<file path="config.mk">
export PLATFORM = sky130hd
export DESIGN_NAME = sid_vca
export DESIGN_NICKNAME = d
export VERILOG_FILES = /design/src/rtl/sid_pkg.sv /design/src/rtl/sid_serial_mul.sv /design/src/rtl/sid_vca.sv
export SDC_FILE = /design/constraint.sdc
export NUM_CORES = 1
export LEC_CHECK = 0
export ABC_AREA = 1
export CAP_MARGIN = 20
export CORE_ASPECT_RATIO = 1.2
export CORE_MARGIN = 8
export CORE_UTILIZATION = 35
export CTS_CLUSTER_DIAMETER = 50
export DETAILED_ROUTE_END_ITERATION = 8
export SLEW_MARGIN = 5
export SYNTH_ARGS = -nofsm -noshare
export SYNTH_HDL_FRONTEND = slang
export SYNTH_SLANG_ARGS = --single-unit
</file>
<file path="constraint.sdc">
create_clock -name clk -period 3.4 [get_ports clk]
set_input_delay 0.51 -clock clk [delete_from_list [all_inputs] [get_ports clk]]
set_output_delay 0.51 -clock clk [all_outputs]
set_load 0.02 [all_outputs]
</file>
<file path="src/rtl/sid_pkg.sv">
// Shared definitions for the SID voice path: widths, VCA state
// encoding and a sign-extension helper used by the serial multiplier.
package sid_pkg;

    localparam int SID_WAVE_W    = 12;
    localparam int SID_ENV_W     = 8;
    localparam int SID_VCA_ACC_W = 20;
    localparam int SID_VCA_OUT_W = 16;

    typedef enum logic {
        VCA_IDLE = 1'b0,
        VCA_MUL  = 1'b1
    } vca_state_t;

    function automatic logic signed [SID_VCA_ACC_W-1:0] sid_sext_acc(
        input logic signed [SID_WAVE_W-1:0] a
    );
        return {{(SID_VCA_ACC_W-SID_WAVE_W){a[SID_WAVE_W-1]}}, a};
    endfunction

endpackage

</file>
<file path="src/rtl/sid_serial_mul.sv">
// Bit-serial shift-add multiplier: signed 12b x unsigned 8b -> signed 20b.
// Ports: clk, reset (sync, active-high); start latches a/b when idle;
// busy while multiplying; done is high in the final MUL cycle, when
// product carries the finished sum (it is the value the acc takes on
// that edge). One product per 8 clocks after the start edge.
module sid_serial_mul
    import sid_pkg::*;
(
    input  logic                            clk,
    input  logic                            reset,
    input  logic                            start,
    input  logic signed [SID_WAVE_W-1:0]    a,
    input  logic        [SID_ENV_W-1:0]     b,
    output logic                            busy,
    output logic                            done,
    output logic signed [SID_VCA_ACC_W-1:0] product
);

    vca_state_t                      state_q;
    logic                      [2:0] count_q;
    logic signed [SID_VCA_ACC_W-1:0] acc_q;
    logic signed [SID_WAVE_W-1:0]    a_q;
    logic        [SID_ENV_W-1:0]     b_q;
    logic signed [SID_VCA_ACC_W-1:0] term;

    // Partial product for the current multiplier bit.
    always_comb begin
        term = '0;
        if (b_q[count_q]) begin
            term = sid_sext_acc(a_q) <<< count_q;
        end
    end

    assign product = acc_q + term;
    assign busy    = (state_q == VCA_MUL);
    assign done    = busy && (count_q == 3'd7);

    always_ff @(posedge clk) begin
        if (reset) begin
            state_q <= VCA_IDLE;
            count_q <= '0;
            acc_q   <= '0;
            a_q     <= '0;
            b_q     <= '0;
        end else begin
            unique case (state_q)
                VCA_IDLE: begin
                    if (start) begin
                        a_q     <= a;
                        b_q     <= b;
                        acc_q   <= '0;
                        count_q <= '0;
                        state_q <= VCA_MUL;
                    end
                end
                VCA_MUL: begin
                    acc_q   <= product;
                    count_q <= count_q + 3'd1;
                    if (count_q == 3'd7) begin
                        state_q <= VCA_IDLE;
                    end
                end
                default: state_q <= VCA_IDLE;
            endcase
        end
    end

endmodule

</file>
<file path="src/rtl/sid_vca.sv">
// SID voice amplitude stage: scales the 12-bit waveform by the envelope.
// Ports: clk, reset (sync, active-high), sample_en/wave/env/mute in;
// out (signed 16b, held), out_valid pulse, busy, dropped pulse out.
// Macro SID_VCA_DC_OFFSET_EN adds saturating DC_OFFSET to each result.
module sid_vca
    import sid_pkg::*;
#(
    parameter logic signed [SID_VCA_OUT_W-1:0] DC_OFFSET = 16'sd0
) (
    input  logic                            clk,
    input  logic                            reset,
    input  logic                            sample_en,
    input  logic        [SID_WAVE_W-1:0]    wave,
    input  logic        [SID_ENV_W-1:0]     env,
    input  logic                            mute,
    output logic signed [SID_VCA_OUT_W-1:0] out,
    output logic                            out_valid,
    output logic                            busy,
    output logic                            dropped
);

    logic signed [SID_WAVE_W-1:0]    ws;
    logic        [SID_ENV_W-1:0]     em;
    logic                            mul_start;
    logic                            mul_busy;
    logic                            mul_done;
    logic signed [SID_VCA_ACC_W-1:0] product;
    logic signed [SID_VCA_OUT_W-1:0] r;
    logic signed [SID_VCA_OUT_W-1:0] result;
    logic                            unused_bits;

    // Offset-binary to two's complement: midscale 12'h800 maps to 0.
    assign ws        = {~wave[SID_WAVE_W-1], wave[SID_WAVE_W-2:0]};
    assign em        = mute ? '0 : env;
    assign mul_start = sample_en & ~mul_busy;
    assign busy      = mul_busy;

    // Arithmetic >>4, flooring toward -inf.
    assign r = product[SID_VCA_ACC_W-1:SID_VCA_ACC_W-SID_VCA_OUT_W];

    sid_serial_mul u_mul (
        .clk     (clk),
        .reset   (reset),
        .start   (mul_start),
        .a       (ws),
        .b       (em),
        .busy    (mul_busy),
        .done    (mul_done),
        .product (product)
    );

`ifdef SID_VCA_DC_OFFSET_EN
    logic signed [SID_VCA_OUT_W:0] dc_sum;

    assign dc_sum = {r[SID_VCA_OUT_W-1], r}
                  + {DC_OFFSET[SID_VCA_OUT_W-1], DC_OFFSET};

    // Overflow when the two top bits of the 17-bit sum disagree.
    always_comb begin
        result = dc_sum[SID_VCA_OUT_W-1:0];
        if (dc_sum[SID_VCA_OUT_W] != dc_sum[SID_VCA_OUT_W-1]) begin
            result = dc_sum[SID_VCA_OUT_W] ? 16'sh8000 : 16'sh7FFF;
        end
    end

    assign unused_bits = ^product[SID_VCA_ACC_W-SID_VCA_OUT_W-1:0];
`else
    assign result      = r;
    assign unused_bits = ^product[SID_VCA_ACC_W-SID_VCA_OUT_W-1:0]
                       ^ (^DC_OFFSET);
`endif

    always_ff @(posedge clk) begin
        if (reset) begin
            out       <= '0;
            out_valid <= 1'b0;
            dropped   <= 1'b0;
        end else begin
            out_valid <= mul_done;
            dropped   <= sample_en & mul_busy;
            if (mul_done) begin
                out <= result;
            end
        end
    end

endmodule

</file>
Yosys cells after proc, flatten, opt, wreduce, memory -nomap -nowiden
Cells that the tools add are included.
{"block": "totals", "elab_cells": 31, "inputBits": 24, "output_inout_bits": 19, "regBits": 62}
{"block": "classes", "n_eq_ne": 2, "order_cmp": 1, "shifts": 1, "n_reduce_logical": 2, "mux": 11, "n_bitwise": 4, "n_addsub": 2}
{"cell": "20-bit two-way mux", "n": 2}
{"cell": "20-bit one-hot mux with 2 select lines", "n": 1}
{"cell": "20-bit adder", "n": 1}
{"cell": "12-bit by 3-bit <<< shifter with 20-bit output", "n": 1}
{"cell": "8-bit two-way mux", "n": 1}
{"cell": "3-bit one-hot mux with 2 select lines", "n": 1}
{"cell": "3-bit by 4-bit < comparator with 1-bit output (second input constant)", "n": 1}
{"cell": "3-bit by 1-bit adder with 3-bit output (second input constant)", "n": 1}
{"cell": "1-bit binary-select mux with 3-bit select", "n": 1}
{"cell": "3-bit == test (second input constant)", "n": 1}
{"cell": "1-bit two-way mux", "n": 3}
{"cell": "3-bit two-way mux", "n": 1}
{"cell": "1-bit AND", "n": 2}
{"cell": "2-bit != test (second input constant)", "n": 1}
{"cell": "1-bit inverter", "n": 2}
{"cell": "1-bit one-hot mux with 2 select lines", "n": 1}
{"cell": "2-bit AND reduction", "n": 1}
{"cell": "1-bit logical AND", "n": 1}

Longest topological paths before layout
Gate-level depths: netlist of the first run.
{"block": "depth", "depth_word": 5, "mapped_depth": 22, "mapped_depth_nobuf": 21}

Hierarchy
From an unflattened synthesis of the first run, not the netlist that was laid out.
{"block": "hier_totals", "hier_cells": 676, "area_unflattened_um2": 4229.1}
{"mod": "sid_serial_mul", "seq_area_each_um2": 880.8, "cells_per_inst": 548, "area_each_um2": 3409.5, "n_inst": 1}
{"mod": "sid_vca", "seq_area_each_um2": 360.3, "cells_per_inst": 128, "area_each_um2": 819.5, "n_inst": 1}

Worst setup path after synthesis of the first run
Ideal clock, no wire load.
{"block": "synth_timing", "path_kind": "reg-to-reg", "startpoint": "reg u_mul.count_q[0]", "endpoint": "reg u_mul.acc_q[11]", "synth_period_minus_slack_ns": 2.431, "setup_ns": 0.132, "path_slack_ns": 0.969, "path_stages_with_launch": 16, "path_buffers": 2, "t_arrival_ns": 2.299, "t_required_ns": 3.268, "path_cell_list": "dfxtp_1 -> buf_6 -> buf_4 -> o21ai_0 -> o21ai_0 -> nor2_1 -> o21ai_0 -> inv_1 -> ha_1 -> a21oi_1 -> nand3_2 -> nand2_1 -> nand2_1 -> or2_1 -> nand3_1 -> a21oi_1"}
{"block": "synth_between", "elab_chain_len": 5, "elab_cells_between_ends": 6, "classes_between": "add/sub (1); shift (1); mux (4)"}
{"item": "start: declaration", "line": "sid_serial_mul.sv:20", "text": "logic [2:0] count_q;"}
{"item": "start signal: assignment", "line": "sid_serial_mul.sv:58", "text": "count_q <= count_q + 3'd1;"}
{"item": "1-bit binary-select mux with 3-bit select", "line": "sid_serial_mul.sv:29", "text": "if (b_q[count_q]) begin"}
{"item": "1-bit two-way mux (not written as such)", "line": "sid_serial_mul.sv:29"}
{"item": "20-bit two-way mux *", "line": "sid_serial_mul.sv:29"}
{"item": "20-bit adder *", "line": "sid_serial_mul.sv:34", "text": "assign product = acc_q + term;"}
{"item": "20-bit one-hot mux with 2 select lines *", "line": "sid_serial_mul.sv:46", "text": "unique case (state_q)"}
{"item": "end signal: assignment", "line": "sid_serial_mul.sv:57", "text": "acc_q <= product;"}
{"item": "end: declaration", "line": "sid_serial_mul.sv:21", "text": "logic signed [SID_VCA_ACC_W-1:0] acc_q;"}
Every way passes the cells marked *; elsewhere a longest branch is shown, timed or not. The select of a mux whose other input is x is not followed.
A chain may end at the register's enable or synchronous reset.

Worst setup path after layout of the first run
{"block": "layout_timing", "startpoint": "reg u_mul.count_q[0]", "endpoint": "reg u_mul.acc_q[18]"}
The elaborated chain is that of the path after synthesis.

==> results.py, run 1 <==
metrics = {
    "setup_path": {
        "crit_required_ps": 3630,
        "cp.buffers_inverters": 4,
        "crit_chain": "buf_4 -> inv_2 -> nand2_1 -> nand3_1 -> nand2_2 -> nand2_4 -> nor3_1 -> inv_1 -> fa_1 -> inv_1 -> nand2_1 -> nand2_1 -> o21ai_2 -> o21bai_4 -> nand2_1 -> nand2_1 -> nand3_1 -> nand2_1 -> nand2_1 -> nand3_1 -> nand2_1",
        "cpMostUsedCell": "nand2_1",
        "worstSetupStartpointType": "flop",
        "worstReg2RegEnd": "u_mul.acc_q[18]",
        "rrSetupSlack_ps": 400,
        "path_max_fanout": 22,
        "cp-end-kind": "flop",
        "path_class": "flop to flop",
        "ff2ff_path_depth": 21,
        "cp.depth": 21,
        "cp_slowest_cell": "fa_1",
        "critPathMaxStageDelay_ps": 400,
        "reg2reg_from": "u_mul.count_q[0]",
        "cp-startpoint": "u_mul.count_q[0]",
        "path_delay_family": "simple AND/OR/NAND/NOR gates",
        "arrival_ps": 3240,
    },
    "floorplan": {
        "core_area_mm2": 0.0110,
        "die_x_um": 113,
        "die_area_mm2": 0.0148,
        "ioPinCount": 43,
        "rows": 42,
        "start_util_pct": 35.6,
        "die_y_um": 132,
    },
    "place": {
        "placed_cell_area_mm2": 0.00444,
        "dpl.hpwl_um": 8460,
        "gp_congestion": 0.928,
        "portBuffers": 42,
    },
    "synth": {
        "async_flop_share_pct": 0,
        "synth_cell_types": 37,
        "synth_flop_cell": "dfxtp_1",
        "netlist_instances": 592,
        "synth_warnings": 0,
        "synth_seq_cells": 62,
        "syn_nets": 638,
        "synth_edf_count": 0,
        "ys_seq_area_share_pct": 31.7,
        "synth_area_per_cell_um2": 6.61,
        "synth_area_mm2": 0.00391,
    },
    "worst_hold_path": {
        "whs_path_depth": 2,
        "hp-class": "flop to flop",
        "hp-start": "out[7]",
        "holdPathEnd": "out[7]",
    },
    "clock_tree": {
        "root_buffer": "clkbuf_16",
        "postCtsHoldBufs": 0,
        "cts_tree": "built",
        "clkTransAtPathRegs_ps": 60,
        "clockBufferDepth": 2,
        "clk_latency_ps": 350,
        "cts_made_buffers": 9,
        "clkSinkCount": 62,
        "htreeDepth": 3,
    },
    "timing": {
        "rsz0062_at_grt": "no",
        "fin_crit_sh_pct": 88.4,
        "slew_viol_final": 0,
        "tightest_slew_ps": 673,
        "hold_viol": 0,
        "slew_headroom_pct": 55.0,
        "final.setup.tns_ps": 0,
        "min_period_ps": 3000,
        "skew_ps": 6.03,
        "setup_viol": 0,
        "fmax_mhz": 333,
    },
    "routing": {
        "wl_per_cell_um": 14.2,
        "first_iter_violations": 209,
        "drcViolationCount": 0,
        "vias": 3858,
        "first_pass_iters": 4,
        "vias_per_cell": 5.03,
        "ant_nets": 0,
        "wl_um": 10900,
    },
    "layout": {
        "fin_area_mm2": 0.00476,
        "mostFrequentLayoutCell": "nand2_1",
        "drive_gt1_share_pct": 8.19,
        "nets": 676,
        "fill_cells": 1125,
        "area_growth_pct": 21.7,
        "antenna_cells": 0,
        "final_cell_mix": "161 x nand2_1, 62 x inv_1, 62 x dfxtp_1",
        "multi_input_area_mm2": 0.00230,
        "seq_area_mm2": 0.00124,
    },
    "global_routing": {
        "grt_pass1_wl_um": 18400,
        "overflow": 0,
        "grt_util_met3_pct": 4.35,
        "grt_usage_pct": 15.4,
        "grt_pass1_vias": 3847,
        "grt_antenna_before_repair": 0,
        "grtUsageMet1_pct": 17.8,
        "met2_usage_pct": 25.1,
        "grt_max_degree": 27,
        "grt-busiest-layer": "met2",
    },
    "power": {
        "p_per_area_mw_per_mm2": 419,
        "finalPower_mw": 1.99,
        "ir_drop_mv": 0.205,
        "p_leak_nw": 2.21,
    },
    "flow_run": {
        "cap_viol_max_count": 0,
    },
    "outcome": {
        "run_status": "complete, no violations",
    },
}
worst max-delay path by stage:
stage          slack [ps]              end
2_1_floorplan         970  u_mul.acc_q[11]
3_3_place_gp          410          out[14]
3_5_place_dp          390  u_mul.acc_q[18]
4_1_cts               350  u_mul.acc_q[18]
5_1_grt                80  u_mul.acc_q[13]
6_report              400  u_mul.acc_q[18]
where the power goes:
part	leakage (nW)	switching (mW)	internal (mW)	total (mW)
Combinational	1.56	0.171	0.0996	0.271
Clock	0.144	0.347	0.605	0.952
Sequential	0.504	0.0180	0.752	0.770
Yosys cell counts, drive strengths merged (5+ instances only):
| cell | number | area, µm² |
|---|---|---|
| nor2 | 57 | 224 |
| nand3 | 53 | 290 |
| clkbuf | 11 | 41.3 |
| nand3b | 5 | 37.5 |
| nor3 | 6 | 30.0 |
| o21bai | 5 | 60.1 |
| o21ai | 51 | 263 |
| dfxtp | 62 | 1240 |
| ha | 21 | 263 |
| inv | 67 | 251 |
| a21oi | 44 | 228 |
| nand2 | 169 | 664 |
| buf | 12 | 73.8 |
| a211oi | 5 | 37.5 |
final cells by class:
| cell class | instances | area share, % |
|---|---|---|
| Multi-Input combinational cell | 440 | 48.4 |
| Sequential cell | 62 | 26.1 |
| Timing Repair Buffer | 50 | 10.2 |
| Inverter | 67 | 5.36 |
| Clock buffer | 11 | 5.31 |
| Tap cell | 132 | 3.47 |
| Clock inverter | 5 | 1.21 |
sequential cells by signal, indices dropped and copies added, names as in the netlist:
| register | count |
|---|---|
| u_mul.acc_q | 20 |
| out | 16 |
| u_mul.a_q | 12 |
| u_mul.b_q | 8 |
| u_mul.count_q | 3 |
| dropped | 1 |
| out_valid | 1 |
| u_mul.busy | 1 |
per-layer routing:
| metal | share of wire [%] | up-vias |
|---|---|---|
| li1 | - | 2017 |
| met1 | 46 | 1736 |
| met2 | 46 | 81 |
| met3 | 4.6 | 24 |
| met4 | 3.9 | 0 |
| met5 | 0 | - |
cells by family after synthesis:
| family | Yosys count | synth area share, % |
|---|---|---|
| AOI/OAI and AO/OA | 116 | 17.5 |
| adders and majority gates | 22 | 7.23 |
| and+or+nand+nor | 296 | 32.8 |
| xor gates and xnor gates | 5 | 1.12 |
| buffers and inverters | 90 | 9.37 |
| DFF | 62 | 31.7 |
| muxes | 1 | 0.256 |
timing repair:
item / in CTS / in global routing
buffers inserted: 0 / 1
setup endpoints to repair: 0 / 1
resized for setup: 0 / 1
per-stage QoR:
| step | hold slack [ps] | util (%) | cells | worst slack (ps) |
|---|---|---|---|---|
| after floorplan | 436 | - | 592 | 969 |
| after global placement | 437 | 40.2 | 748 | 410 |
| after detailed placement | 440 | 40.4 | 750 | 392 |
| after CTS | 452 | 43.2 | 766 | 347 |
| after global routing | 472 | 43.3 | 767 | 79.3 |
| final | 448 | 43.3 | 767 | 396 |
tightest hold or removal path, cell delays in order, from the launching register on:
cell	delay, ps
dfxtp_1	300
nand2_1	60
nand2_1	40
No activity file was read; power rests on OpenSTA's default activity.
==> run 2, diff against run 1 <==
--- a/config.mk
+++ b/config.mk
@@ -12,6 +12,7 @@
 export CORE_UTILIZATION = 35
 export CTS_CLUSTER_DIAMETER = 50
 export DETAILED_ROUTE_END_ITERATION = 8
+export MAX_ROUTING_LAYER = met4
 export SLEW_MARGIN = 5
 export SYNTH_ARGS = -nofsm -noshare
 export SYNTH_HDL_FRONTEND = slang
==> run 2 against run 1 <==
Effect of this change: clock power grew 17%; core utilization grew 0.33 points; cell count shrank 0.13%; sequential cell count is the same; wire length grew 1.6%; sequential power is essentially flat; cell area grew 0.76%; total power grew 8.1%; maximum frequency shrank 1.2%; worst setup slack lost 35 ps; clock skew grew 1.8 ps; highest routed layer unchanged.
==> results.py, run 2 (synthesis results as in run 1) <==
metrics = {
    "outcome": {
        "run_status": "complete, no violations",
    },
    "routing": {
        "first_pass_iters": 5,
        "wl_per_cell_um": 14.4,
        "drcViolationCount": 0,
        "wl_um": 11100,
        "ant_nets": 0,
        "first_iter_violations": 200,
        "vias_per_cell": 5.03,
        "vias": 3855,
    },
    "timing": {
        "min_period_ps": 3040,
        "setup_slack_ps": 360,
        "fin_crit_sh_pct": 89.4,
        "tightest_slew_ps": 717,
        "setup_viol": 0,
        "slew_headroom_pct": 52.0,
        "slew_viol_final": 0,
        "fmax_mhz": 329,
        "final.setup.tns_ps": 0,
        "skew_ps": 7.86,
        "rsz0062_at_grt": "no",
        "hold_viol": 0,
    },
    "worst_hold_path": {
        "hp-class": "flop to flop",
    },
    "setup_path": {
        "arrival_ps": 3270,
        "path_class": "flop to flop",
        "worstReg2RegEnd": "u_mul.acc_q[18]",
        "worstSetupStartpointType": "flop",
        "cp-startpoint": "u_mul.count_q[2]",
        "critPathCapture": "u_mul.acc_q[18]",
        "rrSetupSlack_ps": 360,
        "reg2reg_from": "u_mul.count_q[2]",
        "path_max_fanout": 16,
        "crit_required_ps": 3630,
        "cp-end-kind": "flop",
        "ff2ff_path_depth": 18,
    },
    "global_routing": {
        "grt_usage_pct": 16.0,
        "grt_pass1_wl_um": 18500,
        "overflow": 0,
        "grt_antenna_before_repair": 0,
        "grt_pass1_vias": 3673,
        "grt_max_degree": 27,
    },
    "place": {
        "dpl.hpwl_um": 8550,
        "gp_congestion": 0.919,
        "place_ws_ps": 387,
        "portBuffers": 42,
    },
    "clock_tree": {
        "clk_latency_ps": 340,
        "htreeDepth": 3,
        "cts_tree": "built",
        "cts_setup_buffers": 0,
        "clkTransAtPathRegs_ps": 60,
        "clkSinkCount": 62,
        "cts_resized": 0,
        "cts_made_buffers": 9,
        "root_buffer": "clkbuf_16",
        "postCtsHoldBufs": 0,
        "clockBufferDepth": 2,
    },
    "floorplan": {
        "core_area_mm2": 0.0110,
        "start_util_pct": 35.6,
        "die_area_mm2": 0.0148,
        "rows": 42,
        "ioPinCount": 43,
        "die_y_um": 132,
        "die_x_um": 113,
    },
    "layout": {
        "nets": 675,
        "largest_registers": "u_mul.acc_q x20, out x16, u_mul.a_q x12",
        "area_growth_pct": 22.6,
        "final_cell_mix": "161 x nand2_1, 63 x inv_1, 62 x dfxtp_1",
        "mostFrequentLayoutCell": "nand2_1",
        "antenna_cells": 0,
        "fill_cells": 1128,
        "largest_reg_flops": 20,
        "top_register": "u_mul.acc_q",
        "drive_gt1_share_pct": 7.89,
    },
    "flow_run": {
        "cap_viol_max_count": 0,
    },
    "power": {
        "finalPower_mw": 2.15,
        "ir_drop_mv": 0.203,
        "p_per_area_mw_per_mm2": 449,
        "p_leak_nw": 2.23,
    },
}
run 2: cell types whose count changed in the layout (fill, tap and decap cells not counted), sizes merged:
cell,change
bufinv,+2
inv,+1
clkinvlp,-2
buf,-1
clkinv,-1
run 2: how the worst min path moves through the flow:
stage,startpoint,endpoint,slack [ps],cells past startpoint
final,out[5],out[5],450,2
after global routing,out[15],out[15],470,2
after CTS,out[5],out[5],450,2
after detailed placement,out[5],out[5],440,2
after global placement,out[1],out[1],440,2
after floorplan,u_mul.b_q[0],u_mul.b_q[0],440,2
run 2: stage by stage:
step                instance area [µm²]  utilization (%)  instances  hold WS [ps]
floorplan                          3910                -        592           436
global placement                   4420             40.2        748           437
detailed placement                 4440             40.4        750           442
CTS                                4800             43.7        766           453
global route                       4800             43.7        766           470
finish                             4800             43.7        766           448
run 2: power breakdown:
part           switching (mW)  internal, mW  total, mW
Clock                   0.355         0.756       1.11
Combinational           0.173        0.0994      0.273
Sequential             0.0189         0.752      0.771
run 2: critical path: stages (launching register included):
cell	delay [ps]
dfxtp_1	450
inv_1	430
nand2_4	120
nor3_1	160
ha_1	200
inv_1	50
fa_1	360
inv_1	100
nand2_1	60
nand2_1	70
o21ai_2	100
o21bai_4	180
nand2_1	80
nand2_1	120
nand3_1	140
nand2_1	100
nand2_1	60
nand3_1	70
nand2_1	60
run 2: layout make-up:
cell class	count	area, µm²	share of cell area [%]
clock buffer	11	253	5.27
clock inverter	5	105	2.19
inverter	67	251	5.24
multi-input combinational	440	2300	48.0
sequential	62	1240	25.9
tap	132	165	3.44
timing repair buffer	49	477	9.94
run 2: per-layer routing:
metal / global-route usage (%) / share of wire, % / vias up
li1: - / - / 2003
met1: 18.5 / 46 / 1772
met2: 26.6 / 49 / 66
met3: 2.70 / 3.3 / 14
met4: 7.59 / 2.0 / 0
met5: - / 0 / -
==> run 3, diff against run 2 <==
--- a/config.mk
+++ b/config.mk
@@ -13,6 +13,7 @@
 export CTS_CLUSTER_DIAMETER = 50
 export DETAILED_ROUTE_END_ITERATION = 8
 export MAX_ROUTING_LAYER = met4
+export REMOVE_ABC_BUFFERS = 1
 export SLEW_MARGIN = 5
 export SYNTH_ARGS = -nofsm -noshare
 export SYNTH_HDL_FRONTEND = slang
==> run 3 against run 2 <==
Effect of this change: hold slack hardly changed; register-to-register slack about the same; sequential share of layout area up 0.27 points; core utilization down 0.46 points; critical path depth unchanged; sequential cell count stayed put; via count is 0.47% higher; critical path type unchanged; largest power group unchanged; highest routed layer unchanged.
==> results.py, run 3 (synthesis results as in run 1) <==
metrics = {
    "routing": {
        "drcViolationCount": 0,
        "vias": 3873,
        "first_iter_violations": 155,
        "first_pass_iters": 4,
        "wl_per_cell_um": 14.0,
        "vias_per_cell": 5.04,
        "wl_um": 10800,
        "ant_nets": 0,
    },
    "outcome": {
        "run_status": "complete, no violations",
    },
    "clock_tree": {
        "cts_made_buffers": 9,
        "root_buffer": "clkbuf_16",
        "cts_setup_buffers": 0,
        "cts_tree": "built",
        "clockBufferDepth": 2,
        "cts_resized": 0,
        "clkTransAtPathRegs_ps": 60,
        "postCtsHoldBufs": 0,
        "clkSinkCount": 62,
        "htreeDepth": 3,
        "clk_latency_ps": 330,
    },
    "layout": {
        "largest_reg_flops": 20,
        "stdcell_count": 768,
        "nets": 678,
        "top_register": "u_mul.acc_q",
        "area_growth_pct": 21.3,
        "fin_area_mm2": 0.00475,
        "final_cell_mix": "161 x nand2_1, 63 x inv_1, 62 x dfxtp_1",
        "drive_gt1_share_pct": 8.18,
        "mostFrequentLayoutCell": "nand2_1",
        "largest_registers": "u_mul.acc_q x20, out x16, u_mul.a_q x12",
        "antenna_cells": 0,
    },
    "floorplan": {
        "ioPinCount": 43,
        "rows": 42,
        "start_util_pct": 35.6,
        "die_x_um": 113,
        "die_y_um": 132,
        "die_area_mm2": 0.0148,
        "core_area_mm2": 0.0110,
    },
    "timing": {
        "setup_viol": 0,
        "whs_ps": 447,
        "fmax_mhz": 331,
        "slew_headroom_pct": 53.0,
        "fin_crit_sh_pct": 89.0,
        "slew_viol_final": 0,
        "final.setup.tns_ps": 0,
        "rsz0062_at_grt": "no",
        "min_period_ps": 3030,
        "hold_viol": 0,
        "skew_ps": 7.41,
        "tightest_slew_ps": 702,
    },
    "place": {
        "gp_congestion": 0.918,
        "placed_cell_area_mm2": 0.00446,
        "dp.cells": 753,
        "dpl.hpwl_um": 8180,
        "portBuffers": 42,
    },
    "setup_path": {
        "crit_chain": "inv_1 -> nand2_4 -> nor3_1 -> ha_1 -> inv_1 -> fa_1 -> inv_1 -> nand2_1 -> nand2_1 -> o21ai_2 -> o21bai_4 -> nand2_1 -> nand2_1 -> nand3_1 -> nand2_1 -> nand2_1 -> nand3_1 -> nand2_1",
        "cp.buffers_inverters": 3,
        "rrSetupSlack_ps": 370,
        "path_delay_family": "simple AND/OR/NAND/NOR gates",
        "cp_slowest_cell": "dfxtp_1",
        "cp-end-kind": "flop",
        "path_max_fanout": 16,
        "path_class": "flop to flop",
        "cpMostUsedCell": "nand2_1",
        "critPathMaxStageDelay_ps": 450,
        "arrival_ps": 3240,
        "crit_required_ps": 3620,
        "worstSetupStartpointType": "flop",
    },
    "global_routing": {
        "grt_pass1_vias": 3843,
        "grt_max_degree": 29,
        "grt_usage_pct": 15.4,
        "grt_pass1_wl_um": 18200,
        "overflow": 0,
        "grt_antenna_before_repair": 0,
    },
    "flow_run": {
        "cap_viol_max_count": 0,
    },
    "power": {
        "p_per_area_mw_per_mm2": 411,
        "finalPower_mw": 1.95,
        "p_leak_nw": 2.22,
        "ir_drop_mv": 0.196,
    },
    "worst_hold_path": {
        "hp-class": "flop to flop",
    },
}
==> run 3: changes by cell type in the layout (fill, tap and decap cells not counted) <==
| cell | change |
|---|---|
| clkinvlp_4 | -2 |
| clkbuf_8 | -1 |
| clkinv_2 | +4 |
| bufinv_16 | -2 |
| buf_4 | +4 |
| buf_6 | -1 |
==> run 3: stage by stage <==
| step | setup WS (ps) | utilization [%] |
|---|---|---|
| 4_1_cts | 361 | 43.2 |
| 3_5_place_dp | 406 | 40.6 |
| 5_1_grt | 53.0 | 43.2 |
| 2_1_floorplan | 583 | - |
| 6_report | 374 | 43.2 |
| 3_3_place_gp | 416 | 40.6 |
==> run 3: layout make-up <==
| class | count | area (µm²) |
|---|---|---|
| clock buffers | 10 | 239 |
| clock inverters | 5 | 50.0 |
| fillers | 1165 | 6240 |
| inverters | 67 | 251 |
| multi-input cells | 440 | 2300 |
| flip-flops and latches | 62 | 1240 |
| well taps | 132 | 165 |
| repair buffers | 52 | 495 |
==> run 3: tightest hold or removal path, stage by stage, from the launching register on <==
cell     delay [ps]
dfxtp_1         300
nand2_1          60
nand2_1          40
==> run 3: path summary, 6_finish.rpt <==
kind / from / depth (start not counted) / to
min reg2reg: out[8] / 2 / out[8]
max reg2reg: u_mul.count_q[2] / 18 / u_mul.acc_q[18]
max: u_mul.count_q[2] / 18 / u_mul.acc_q[18]
min: out[8] / 2 / out[8]
==> run 3: report_power, final <==
group	total, mW	switching [mW]	leakage (nW)	internal [mW]
sequential	0.772	0.0197	0.504	0.752
clock	0.904	0.327	0.148	0.577
combinational	0.274	0.172	1.57	0.102
==> run 3: routing by layer <==
| layer | track usage, % | vias to the layer above | share of wire [%] |
|---|---|---|---|
| li1 | - | 2014 | - |
| met1 | 17.2 | 1767 | 46 |
| met2 | 26.0 | 74 | 48 |
| met3 | 2.98 | 18 | 3.6 |
| met4 | 6.46 | 0 | 2.5 |
| met5 | - | - | 0 |
